$ cat config.mk
export PLATFORM = sky130hd
export DESIGN_NAME = vram_arbiter
export DESIGN_NICKNAME = d
export VERILOG_FILES = /design/src/rtl/vram_arbiter.sv
export SDC_FILE = /design/constraint.sdc
export NUM_CORES = 1
export LEC_CHECK = 0
export ABC_AREA = 1
export ABC_CLOCK_PERIOD_IN_PS = 1940
export CORE_MARGIN = 3
export CORE_UTILIZATION = 40
export CTS_CLUSTER_SIZE = 10
export DETAILED_ROUTE_END_ITERATION = 8
export MAX_ROUTING_LAYER = met4
export PLACE_DENSITY = 0.81
export SYNTH_ARGS = -nofsm -noshare
export SYNTH_HDL_FRONTEND = slang
export SYNTH_SLANG_ARGS = --single-unit
$ cat constraint.sdc
create_clock -name pclk -period 1.94 [get_ports pclk]
set_input_delay 0.291 -clock pclk [delete_from_list [all_inputs] [get_ports pclk]]
set_output_delay 0.291 -clock pclk [all_outputs]
set_load 0.03 [all_outputs]
$ cat src/rtl/vram_arbiter.sv
// Single-port VRAM arbiter with a built-in full-frame clear engine.
// Display reads always own the port; host writes and clear writes share
// the remaining cycles round-robin.
//
// Host handshake: wr_req/wr_addr/wr_data are held stable by the requester
// until wr_ack. wr_ack is a combinational one-cycle pulse raised in the very
// cycle the write is presented to the VRAM port, so the requester may move
// on to new address/data on the following cycle. Out-of-range writes are
// acked but never reach the memory (mem_we stays low).
module vram_arbiter #(
    parameter int AW     = 15,
    parameter int DW     = 12,
    parameter int DEPTH  = 30000,
    parameter int RD_LAT = 1
) (
    input  logic          pclk,
    input  logic          rstn,
    input  logic          disp_re,
    input  logic [AW-1:0] disp_addr,
    output logic [DW-1:0] disp_rdata,
    output logic          disp_rvalid,
    input  logic          wr_req,
    input  logic [AW-1:0] wr_addr,
    input  logic [DW-1:0] wr_data,
    output logic          wr_ack,
    input  logic          clr_start,
    input  logic [DW-1:0] clr_color,
    output logic          clr_busy,
    output logic          clr_done,
    output logic          mem_en,
    output logic          mem_we,
    output logic [AW-1:0] mem_addr,
    output logic [DW-1:0] mem_din,
    input  logic [DW-1:0] mem_dout
);

    typedef enum logic [1:0] {
        CLR_IDLE = 2'd0,
        CLR_FILL = 2'd1,
        CLR_DONE = 2'd2
    } clr_state_t;

    localparam logic [AW-1:0] LAST_ADDR = AW'(DEPTH - 1);
    localparam logic [AW:0]   DEPTH_W   = (AW + 1)'(DEPTH);

    clr_state_t    clr_state_q, clr_state_d;
    logic [AW-1:0] clr_cnt_q, clr_cnt_d;
    logic [DW-1:0] clr_col_q, clr_col_d;
    logic          rr_ptr_q, rr_ptr_d;   // 0: host wins a tie, 1: clear wins a tie
    logic [RD_LAT-1:0] rv_q;

    logic host_pend;
    logic clr_pend;
    logic gnt_host;
    logic gnt_clr;
    logic host_in_range;

    assign host_pend     = wr_req;
    assign clr_pend      = (clr_state_q == CLR_FILL);
    assign host_in_range = ({1'b0, wr_addr} < DEPTH_W);

    // Write arbitration for cycles the display leaves free.
    always_comb begin
        gnt_host = 1'b0;
        gnt_clr  = 1'b0;
        if (!disp_re) begin
            if (host_pend && clr_pend) begin
                gnt_host = ~rr_ptr_q;
                gnt_clr  = rr_ptr_q;
            end else begin
                gnt_host = host_pend;
                gnt_clr  = clr_pend;
            end
        end
    end

    // VRAM port mux; everything that touches memory is held off during reset.
    always_comb begin
        mem_en   = 1'b0;
        mem_we   = 1'b0;
        mem_addr = disp_addr;
        mem_din  = wr_data;
        wr_ack   = 1'b0;
        if (rstn) begin
            if (disp_re) begin
                mem_en = 1'b1;
            end else if (gnt_host) begin
                mem_en   = 1'b1;
                mem_we   = host_in_range;
                mem_addr = wr_addr;
                wr_ack   = 1'b1;
            end else if (gnt_clr) begin
                mem_en   = 1'b1;
                mem_we   = 1'b1;
                mem_addr = clr_cnt_q;
                mem_din  = clr_col_q;
            end
        end
    end

    // Round-robin pointer: after any granted write, favour the other source.
    always_comb begin
        rr_ptr_d = rr_ptr_q;
        if (gnt_host) begin
            rr_ptr_d = 1'b1;
        end else if (gnt_clr) begin
            rr_ptr_d = 1'b0;
        end
    end

    // Clear engine next-state: start only from idle, walk 0..DEPTH-1, then pulse done.
    always_comb begin
        clr_state_d = clr_state_q;
        clr_cnt_d   = clr_cnt_q;
        clr_col_d   = clr_col_q;
        case (clr_state_q)
            CLR_IDLE: begin
                if (clr_start) begin
                    clr_state_d = CLR_FILL;
                    clr_cnt_d   = '0;
                    clr_col_d   = clr_color;
                end
            end
            CLR_FILL: begin
                if (gnt_clr) begin
                    if (clr_cnt_q == LAST_ADDR) begin
                        clr_state_d = CLR_DONE;
                    end else begin
                        clr_cnt_d = clr_cnt_q + 1'b1;
                    end
                end
            end
            CLR_DONE: begin
                clr_state_d = CLR_IDLE;
            end
            default: begin
                clr_state_d = CLR_IDLE;
            end
        endcase
    end

    // State registers for the clear engine and the arbiter pointer.
    always_ff @(posedge pclk or negedge rstn) begin
        if (!rstn) begin
            clr_state_q <= CLR_IDLE;
            clr_cnt_q   <= '0;
            clr_col_q   <= '0;
            rr_ptr_q    <= 1'b0;
        end else begin
            clr_state_q <= clr_state_d;
            clr_cnt_q   <= clr_cnt_d;
            clr_col_q   <= clr_col_d;
            rr_ptr_q    <= rr_ptr_d;
        end
    end

    // Read-valid pipeline matching the VRAM read latency.
    always_ff @(posedge pclk or negedge rstn) begin
        if (!rstn) begin
            rv_q <= '0;
        end else begin
            rv_q[0] <= disp_re;
            for (int i = 1; i < RD_LAT; i++) begin
                rv_q[i] <= rv_q[i-1];
            end
        end
    end

    assign disp_rvalid = rv_q[RD_LAT-1];
    assign disp_rdata  = mem_dout;
    assign clr_busy    = (clr_state_q != CLR_IDLE);
    assign clr_done    = (clr_state_q == CLR_DONE);

endmodule
-- After elaboration in Yosys (flattened, before gate mapping)
Index checks and enable logic that the tools add are counted.
- word-level logic and storage cells: 55
- output and inout port bits: 45
- flip-flop bits (word level): 31
- input bits: 71
- reduce and logical (&&, ||, !) cells: 8
- $lt $le $gt $ge: 1
- mux-type cells: 32
- bitwise gates (word level): 1
- $add $sub $neg: 1
- equality and inequality tests: 7
- operators with widths (operator ; number):
    $mux W15 ; 7
    $mux W12 ; 4
    $pmux W15 S2 ; 1
    $mux W1 ; 16
    $add A15 B1 Y15 const B ; 1
    $eq A15 B15 Y1 const B ; 1
    $lt A15 B15 Y1 const B ; 1
    $mux W2 ; 3
    $reduce_bool A2 Y1 ; 3
    $ne A2 B1 Y1 const B ; 2
    $ne A2 B2 Y1 const B ; 2
    $pmux W2 S2 ; 1
    $reduce_and A4 Y1 ; 1
    $reduce_and A3 Y1 ; 1
    $eq A2 B1 Y1 const B ; 1
    $eq A2 B2 Y1 const B ; 1
    $logic_not A2 Y1 ; 1
    $reduce_and A2 Y1 ; 1
    $logic_and A1 B1 Y1 ; 1
    $not A1 Y1 ; 1

-- Longest topological paths before layout
- word-level depth: 8
- depth in mapped cells: 11
- gate-level depth less buffers: 10

-- Least setup slack after synthesis
Ideal clock, no wire load.
- path type: register to output
- start point: register clr_state_q[0]
- end point: output mem_addr[6]
- path buffers: 1
- path slack: -0.107 ns
- cell stages (with the launch flop): 9
- data arrival time: 1.756 ns
- cells stage by stage: dfrtp_1 -> nand2_4 -> inv_2 -> nand3_2 -> inv_2 -> nand2_2 -> buf_2 -> nor2_1 -> nor3_1
- word-level cells in the longest chain between the ends: 8
- ends and longest elaborated chain (item ; line ; RTL):
    start: declaration ; 46 ; clr_state_t clr_state_q, clr_state_d;
    start signal: assignment ; 150 ; clr_state_q <= clr_state_d;
    $eq A2 B1 Y1 * ; 59 ; assign clr_pend = (clr_state_q == CLR_FILL);
    $logic_and A1 B1 Y1 ; 67 ; if (host_pend && clr_pend) begin
    $mux W1 ; 67 ;
    $mux W1 ; 66 ; if (!disp_re) begin
    $mux W15 ; 92 ; end else if (gnt_clr) begin
    $mux W15 * ; 87 ; end else if (gnt_host) begin
    $mux W15 * ; 85 ; if (disp_re) begin
    $mux W15 * ; 84 ; if (rstn) begin
    end: declaration ; 32 ; output logic [AW-1:0] mem_addr,
Mark *: on every way between the ends. The rest lies on a longest branch, timed or not.

-- Worst setup path in the final report
- start point: input disp_re
- end point: output mem_addr[6]
- word-level cells in the longest chain between the ends: 5
- ends and longest elaborated chain (item ; line ; RTL):
    start: declaration ; 18 ; input logic disp_re,
    $mux W1 ; 66 ;
    $mux W15 ; 92 ;
    $mux W15 ; 87 ;
    $mux W15 * ; 85 ;
    $mux W15 * ; 84 ;
Marks and branches as above.

==> impl_metrics.py <==
metrics = {
    "run_status": {
        "status": "complete, but fails checks",
        "violations": "negative setup slack",
    },
    "synth": {
        "netlist_area_um2": 2340,
        "yosysSeqAreaShare_pct": 33.2,
        "synth_compound_gate_area_share_pct": 4.49,
        "synth-seq-cells": 31,
        "synthMuxAreaShare_pct": 5.78,
        "ys_warn_count": 0,
        "synth_cells": 341,
        "synth-adder-area-share_pct": 0.535,
        "synth-simple-area-share_pct": 43.6,
        "synth_xor_area_share_pct": 1.50,
        "synth_cell_type_count": 27,
        "synth_top_family_by_area": "simple AND/OR/NAND/NOR gates",
        "synth_fp_nets": 413,
        "synth.avg_cell_area_um2": 6.86,
    },
    "cells_and_area": {
        "regArea_um2": 776,
        "post-route-util_pct": 65.4,
        "fill_cells": 446,
        "insertedDiodeCount": 0,
        "final_cell_mix": "nand2_1, nor2_1, clkdlybuf4s50_1",
        "drive_above_1_share_pct": 29.7,
        "synthToLayoutAreaGrowth_pct": 55.8,
        "final_common_cell": "nand2_1",
        "multi_input_area_um2": 1500,
        "nets": 509,
    },
    "cts": {
        "clkTransAtPathRegs_ps": 70,
        "clock-sinks": 31,
        "root_buffer": "clkbuf_8",
        "ctsHoldBuffers": 0,
        "cts_inserted_buffers": 5,
        "clk_latency_ps": 290,
        "h-tree-depth": 2,
        "cts_tree": "yes",
        "cts_buffer_depth": 2,
    },
    "critical_path": {
        "cp.arrival_ps": 1690,
        "ff2ff_setup_slack_ps": 170,
        "critPathKind": "in -> out",
        "critPathRequiredTime_ps": 1650,
        "start_kind": "primary input",
        "crit_slowest_cell": "clkdlybuf4s50_1",
        "path_cells": "clkdlybuf4s50_1 > buf_6 > a211oi_2 > buf_6 > nor2_1 > nor3_2 > buf_4",
        "crit_path_frequent_cell": "buf_6",
        "cp_max_fo": 14,
        "max_stage_delay_ps": 450,
        "crit_path_end_kind": "primary output",
    },
    "timing": {
        "min_period_over_period_pct": 102,
        "setup_viol": 12,
        "worst_slack_ps": -42.7,
        "skew_ps": 11.8,
        "rsz0062_at_grt": "true",
        "final_hold_viol_count": 0,
        "report.final.slew_viol_count": 0,
        "worst_pin_slew_ps": 436,
        "fmax_mhz": 504,
        "slew_headroom_pct": 70.8,
        "final.min_clock_period_ps": 1980,
    },
    "global_routing": {
        "grt_max_degree": 37,
        "grt_pass1_vias": 2225,
        "antenna_found_initial": 0,
        "grt_usage_pct": 19.9,
        "grt_overflow": 0,
        "grt_pass1_wl_um": 10200,
    },
    "detailed_routing": {
        "drt-total-wl_um": 7450,
        "dr.pass1.iters": 6,
        "avgRoutedWirePerCell_um": 14.6,
        "ant_nets": 0,
        "viasPerCell": 5.16,
        "drt-initial-drc-count": 300,
        "dr_total_vias": 2626,
        "drc": 0,
    },
    "job": {
        "cap_violations": 0,
    },
    "floorplanning": {
        "start_util_pct": 42.0,
        "rows": 27,
        "fp.dieArea_um2": 6800,
        "die_h_um": 82.5,
        "die_w_um": 82.5,
        "core-area_um2": 5570,
        "boundaryPins": 116,
    },
    "place": {
        "post-dp-hpwl_um": 5200,
        "gp_congestion": 0.907,
        "io_buffers": 91,
    },
    "pwr": {
        "p_per_area_nw_per_um2": 889,
        "vdd_drop_max_mv": 0.471,
        "power.total_mw": 3.24,
        "p_leak_nw": 1.70,
    },
    "min_path": {
        "hp-class": "in -> async",
    },
}
-- power breakdown --
part / internal (mW) / switching (mW) / leakage, nW
Combinational: 0.803 / 0.968 / 1.26
Sequential: 0.825 / 0.119 / 0.395
Clock: 0.278 / 0.246 / 0.0470
-- synthesized netlist by cell type --
cell      number  area [um^2]
a211oi_2       1         12.5
o21ai_0        5         25.0
nand3_1       30          150
nand3_2        2         20.0
nand2_1       95          357
buf_4         14          105
clkbuf_1       1         3.75
inv_2          4         15.0
xnor2_1        1         8.76
dfrtp_1       31          776
o21bai_1       1         7.51
nand2_4        2         22.5
buf_2          6         30.0
a21oi_1        3         15.0
inv_1         18         67.6
mux2_2        12          135
or2_2          2         12.5
nor2_2         1         6.26
ha_1           1         12.5
nor2_1        73          274
nand4_1        7         43.8
nor3_2        10          100
xor2_1         3         26.3
nand2_2        3         18.8
o21ai_1        9         45.0
buf_6          3         33.8
nor3_1         3         15.0
-- cells by family (layout without fill, tap and decap cells) --
kind of cell               after synthesis  in the layout
xor gates and xnor gates                 4              4
AOI/OAI and AO/OA                       19             19
adders and majority gates                1              1
and+or+nand+nor                        228            231
buffers and inverters                   46            139
muxes                                   12             12
DFF                                     31             31
-- final timing paths --
path / to / cells past startpoint / start
max: mem_addr[6] / 7 / disp_re
min in group pclk: clr_col_q[4]$_DFFE_PN0P_ / 1 / clr_col_q[4]$_DFFE_PN0P_
max in group asynchronous: clr_cnt_q[0]$_DFFE_PN0P_ / 2 / rstn
max reg2reg: clr_cnt_q[6]$_DFFE_PN0P_ / 8 / clr_cnt_q[1]$_DFFE_PN0P_
min: rr_ptr_q$_DFFE_PN0P_ / 2 / rstn
min reg2reg: clr_col_q[4]$_DFFE_PN0P_ / 1 / clr_col_q[4]$_DFFE_PN0P_
-- registers in the layout (all words and copies together), names as in the netlist --
register and count:
clr_cnt_q 15, clr_col_q 12, clr_state_q 2, disp_rvalid 1
rr_ptr_q 1
-- metrics by stage --
step | TNS [ps] | setup slack (ps) | hold WS [ps] | cells | area [um^2]
after detailed placement | -747 | -64.4 | 293 | 492 | 3220
final | -198 | -42.7 | 193 | 509 | 3640
after floorplan | 0 | 71.3 | -4.59 | 341 | 2350
after CTS | 0 | 4.60 | 16.7 | 504 | 3370
after global routing | -1680 | -108 | 199 | 509 | 3640
after global placement | -93.8 | -12.4 | 284 | 492 | 3220
-- final cells by class --
| type | instances | share of cell area (%) |
|---|---|---|
| multi-input combinational | 267 | 41.1 |
| timing repair buffer | 110 | 30.1 |
| sequential | 31 | 21.3 |
| clock inverter | 1 | 0.137 |
| tap | 72 | 2.47 |
| inverter | 22 | 2.68 |
| clock buffer | 6 | 2.27 |
-- layer usage --
layer / track usage, % / vias up / wire, um
met5: - / - / 0
met4: 6.15 / 0 / 159
met3: 3.80 / 22 / 688
met2: 33.1 / 120 / 3770
met1: 24.6 / 1206 / 2830
li1: - / 1278 / -
-- repair_timing --
action | CTS | global route
setup endpoints to repair | 28 | 30
buffers inserted | 4 | 2
pin swaps | 2 | 2
gates cloned | 1 | 3
resized for setup | 8 | 63
-- worst max-delay path, delay by kind of cell --
kind                   cells  cell delay (ps)
buffers and inverters      4              990
AOI/OAI and AO/OA          1              220
and+or+nand+nor            2              190
Note: power is estimated with default switching activity, not from simulation.
